$ cat src/rtl/fetch_stage.sv
// Instruction fetch stage: walks the PC through memory in ADDR/WAIT/VALID steps,
// presents the fetched word in ir_out until consumed, and accepts redirects.
module fetch_stage #(
  parameter logic [15:0] RESET_PC = 16'h0000,
  parameter logic [15:0] PC_STEP  = 16'd2
) (
  input  logic        CLK,
  input  logic        reset,
  input  logic        run,
  input  logic        ir_ack,
  input  logic        pc_load,
  input  logic [15:0] pc_target,
  input  logic [15:0] mdr_in,
  output logic [15:0] addr_out,
  output logic        memw_out,
  output logic [15:0] ir_out,
  output logic [15:0] pc_out,
  output logic        ir_valid,
  output logic        busy
);

  typedef enum logic [1:0] {
    IDLE  = 2'd0,
    ADDR  = 2'd1,
    WAIT  = 2'd2,
    VALID = 2'd3
  } state_t;

  state_t      state, state_nxt;
  logic [15:0] pc, pc_nxt;
  logic        ir_load;

  // A redirect overrides everything, including the WAIT-exit load and ir_ack.
  always_comb begin
    state_nxt = state;
    pc_nxt    = pc;
    ir_load   = 1'b0;
    if (pc_load) begin
      state_nxt = ADDR;
      pc_nxt    = pc_target;
    end else begin
      case (state)
        IDLE: begin
          if (run) state_nxt = ADDR;
        end
        ADDR: begin
          state_nxt = WAIT;
        end
        WAIT: begin
          state_nxt = VALID;
          ir_load   = 1'b1;
          pc_nxt    = pc + PC_STEP;
        end
        VALID: begin
          if (ir_ack) state_nxt = run ? ADDR : IDLE;
        end
        default: state_nxt = IDLE;
      endcase
    end
  end

  always_ff @(posedge CLK or posedge reset) begin
    if (reset) begin
      state <= IDLE;
      pc    <= RESET_PC;
    end else begin
      state <= state_nxt;
      pc    <= pc_nxt;
    end
  end

  always_ff @(posedge CLK or posedge reset) begin
    if (reset) begin
      ir_out <= 16'h0000;
      pc_out <= 16'h0000;
    end else if (ir_load) begin
      ir_out <= mdr_in;
      pc_out <= pc;
    end
  end

  // The PC always names the next word to fetch, so it drives the address bus directly.
  assign addr_out = pc;
  assign memw_out = 1'b0;
  assign ir_valid = (state == VALID);
  assign busy     = (state != IDLE);

endmodule

$ cat config.mk
export PLATFORM = sky130hd
export DESIGN_NAME = fetch_stage
export DESIGN_NICKNAME = d
export VERILOG_FILES = /design/src/rtl/fetch_stage.sv
export SDC_FILE = /design/constraint.sdc
export NUM_CORES = 1
export LEC_CHECK = 0
export BUFFER_PORTS_ARGS = -buffer_cell sky130_fd_sc_hd__buf_2
export CAP_MARGIN = 20
export CORE_ASPECT_RATIO = 1.1
export CORE_MARGIN = 1
export CORE_UTILIZATION = 52
export DETAILED_ROUTE_END_ITERATION = 10
export HOLD_SLACK_MARGIN = 0.15
export PLACE_DENSITY = 0.82
export SLEW_MARGIN = 20
export SYNTH_ARGS = -nofsm -noshare
export SYNTH_HDL_FRONTEND = slang
export SYNTH_SLANG_ARGS = --single-unit
$ cat constraint.sdc
create_clock -name CLK -period 2.9 [get_ports CLK]
set_input_delay 0.58 -clock CLK [delete_from_list [all_inputs] [get_ports CLK]]
set_output_delay 0.58 -clock CLK [all_outputs]
set_load 0.03 [all_outputs]
; Word level (Yosys, flattened, before mapping)
; Cells that the tools add are included.
; W data, S select, Z words.
[word_totals]
register_bits = 50
latch_bits = 0
ram_bits = 0
romBits = 0
in_bits = 37
output_inout_bits = 51
elab_cells = 23
mem_count = 0
[op_classes]
add_sub_neg = 1
mul = 0
div = 0
order_cmp = 0
eq_ne = 5
n_shift = 0
n_mux = 9
bitwise_logic = 0
n_reduce_logical = 4
[op_table]
columns = cell, n
row1 = $mux W16, 2
row2 = $add A16 B2 Y16 const B, 1
row3 = $pmux W2 S4, 1
row4 = $mux W2, 3
row5 = $ne A3 B3 Y1 const B, 2
row6 = $eq A2 B2 Y1 const B, 2
row7 = $reduce_bool A2 Y1, 2
row8 = $mux W1, 3
row9 = $eq A2 B1 Y1 const B, 1
row10 = $logic_not A2 Y1, 1
row11 = $reduce_and A2 Y1, 1

; Depth between registers and ports, before layout
[logic_depth]
ltp_word = 4
depth_mapped = 8
mapped_depth_nobuf = 6

; Least setup slack after synthesis
; Ideal clock, no wire load.
[synth_path]
path_kind = register to register
start = reg state[0]
end = reg ir_out[0]
setup_ns = 0.125
t_arrival_ns = 1.503
required_ns = 2.775
path_slack_ns = 1.272
path_stages_with_launch = 8
n_path_buf = 3
synth_period_minus_slack_ns = 1.628
cell_sequence = dfrtp_1 > inv_1 > ha_1 > buf_4 > nor2b_1 > clkbuf_2 > buf_4 > mux2_2
[synth_via]
elab_chain_len = 3
[synth_rtl]
columns = item, line_no
row1 = from (decl), 29  ; state_t state, state_nxt;
row2 = from (signal assigned), 67  ; state <= state_nxt;
row3 = $eq A2 B2 Y1, 42  ; case (state)
row4 = $mux W1, 42
row5 = $mux W1, 38  ; if (pc_load) begin
row6 = to (signal assigned), 77  ; ir_out <= mdr_in;
row7 = to (decl), 16  ; output logic [15:0] ir_out,
; Every way passes these cells.
; A chain may end at the register's enable or synchronous reset.

; Worst setup path in the final report
[layout_path]
start = reg state[0]
end = reg ir_out[14]
; Same word-level chain as after synthesis.

==> flow_summary.ini <==
[status]
status = finished, final reports clean

[critical_path]
critPathMaxStageDelay_ps = 500
cp_max_fo = 25
cp_slowest_cell = nor2b_2
worstPathArrival_ps = 2260
setup.worst_path.start_class = register
critPathRequiredTime_ps = 3090
end_kind = register
path_class = reg2reg
worstPathCellList = inv_1 -> ha_1 -> nor2b_2 -> buf_12 -> mux2_2
cpLargestDelayFamily = simple AND/OR/NAND/NOR gates
path_buf_inv = 2

[synthesis]
postSynthCellCount = 182
yosysMostFrequentCell = dfrtp_1
synth-edff-count = 0
ys_top_cells_by_area = dfrtp_1 (56%), mux2_2 (16%), xor2_1 (3.5%)
ys_seq_elements = 50
ys_types = 33
ys_seq_area_share_pct = 55.9
synth_top_cell_area_share_pct = 55.9
yosys_warnings = 0
syn_area_per_cell_um2 = 12.3
yosys-top-cells-count = dfrtp_1 (50), mux2_2 (32), nand2_1 (16)
ys.flop_type = dfrtp_1
synth_top_cell_by_area = dfrtp_1
synth_async_sr_flop_share_pct = 100
synth_nets = 223
synthesis.area_um2 = 2240

[floorplanning]
die_h_um = 70.8
die_area_um2 = 4570
initial_core_util_pct = 55.2
rows = 24
ioPinCount = 88
core-area_um2 = 4050
die_w_um = 64.6

[cts]
post_cts_buffers = 0
clk_pin_slew_ps = 90
cts.repair.resized = 0
cts_root_buf = clkbuf_8
cts_buffers = 5
clkLatencyLatePin_ps = 300
clk_path_buf_depth = 2
holdBufCountCts = 0
cts_tree = done
cts.sinks = 50
cts-htree-levels = 2

[timing]
fin_crit_sh_pct = 71.4
slew_headroom_pct = 63.0
rsz0062_at_grt = false
period_needed_ps = 2070
hold_slack_ps = 228
setup-tns-final_ps = 0
worst-slew-pin-transition_ps = 555
fmax_mhz = 483
final.setup_skew_ps = 9.58
slew_viol_final = 0
report.final.setup_viol = 0
hold_violations = 0

[global_routing]
grt_util_all_layers_pct = 20.6
grt_max_degree = 35
overflow = 0
grt_pass1_vias = 1597
grt_pass1_wl_um = 7220
antenna_found_initial = 0

[cells_and_area]
utilization_pct = 69.3
nets = 306
antenna_cells = 0
layout-drive-gt1-share_pct = 49.6
multi_input_area_um2 = 901
final-seq-area_um2 = 1250
area_delta_synth_final_pct = 25.4
design_area_um2 = 2810
n_fill_cell = 333

[job]
cap_violations = 0

[routing]
viasPerCell = 5.26
route.detailed.drc = 0
drt_iter0_drc = 88
first_pass_iters = 4
ant_nets = 0
wl_per_cell_um = 14.0
wl_um = 4440
vias = 1673

[power_and_ir_drop]
power_mw = 2.79
leakagePower_nw = 1.36
power.density_nw_per_um2 = 993
ir_drop_v = 0.000604

[place]
gp_congestion = 0.770
place_area_um2 = 2700
io_buffers = 86
dpl.hpwl_um = 3250

[worst_hold_path]
holdCritPathClass = in2async
==> registers in the layout, indices dropped and copies added, names as in the netlist <==
| register | cells |
|---|---|
| ir_out | 16 |
| state | 2 |
| pc_out | 16 |
| addr_out | 16 |
==> power by group <==
group	internal (mW)	switching [mW]	total (mW)	leakage [nW]
sequential	0.949	0.153	1.10	0.607
clock	0.257	0.218	0.475	0.0514
combinational	0.434	0.777	1.21	0.706
==> worst paths after layout <==
path | slack, ps | startpoint | cells after the start | to
setup reg to reg | 830 | state[0] | 5 | ir_out[14]
min in group CLK | 490 | pc_target[1] | 3 | addr_out[1]
hold / removal | 230 | reset | 2 | ir_out[9]
max in group asynchronous | 1940 | reset | 3 | pc_out[5]
setup / recovery | 830 | state[0] | 5 | ir_out[14]
hold reg to reg | 500 | ir_out[4] | 1 | ir_out[4]
==> placed cells by master, fill, tap and decap left out, types with 2 or more instances in the layout <==
master / count
xor2_1: 9
ha_1: 4
o21ai_1: 2
o21ai_0: 11
mux2_2: 32
o31a_1: 2
mux2i_1: 2
and4_1: 4
nand4_1: 3
clkbuf_8: 5
a21oi_1: 3
nand3_1: 6
inv_1: 5
nand2_1: 16
dfrtp_1: 50
xnor2_1: 4
buf_2: 86
nand2b_1: 3
==> routing by layer <==
metal  GRT usage [%]  wire [µm]
met3            5.48        253
met2            33.7       2230
met4            5.68         23
met5               0          0
met1            27.1       1930
==> cells by family after synthesis <==
logic type	synth area share [%]
flops	55.9
other cells	0.167
xor+xnor	5.08
fa+ha+maj	2.23
mux	17.5
compound gates	5.31
buf+inv	4.02
simple gates	9.83
==> worst reg2reg max path, delay by kind of cell (launching register included) <==
family / cells / cell delay, ps
adder cells (fa/ha/maj): 1 / 320
buffers and inverters: 2 / 360
flip-flops: 1 / 420
multiplexers: 1 / 370
AND/OR/NAND/NOR: 1 / 500
==> final cells by class <==
type / instances / area share, %
well taps: 52 / 2.32
inverters: 6 / 0.802
repair buffers: 88 / 16.3
clock inverters: 2 / 1.34
clock buffers: 6 / 2.58
multi-input cells: 114 / 32.1
flip-flops and latches: 50 / 44.6
==> metrics by stage <==
step	instances	setup WS [ps]
finish	318	830
global route	318	718
CTS	318	808
floorplan	182	1120
detailed placement	310	818
global placement	310	853
No activity file was read; power rests on OpenSTA's default activity.
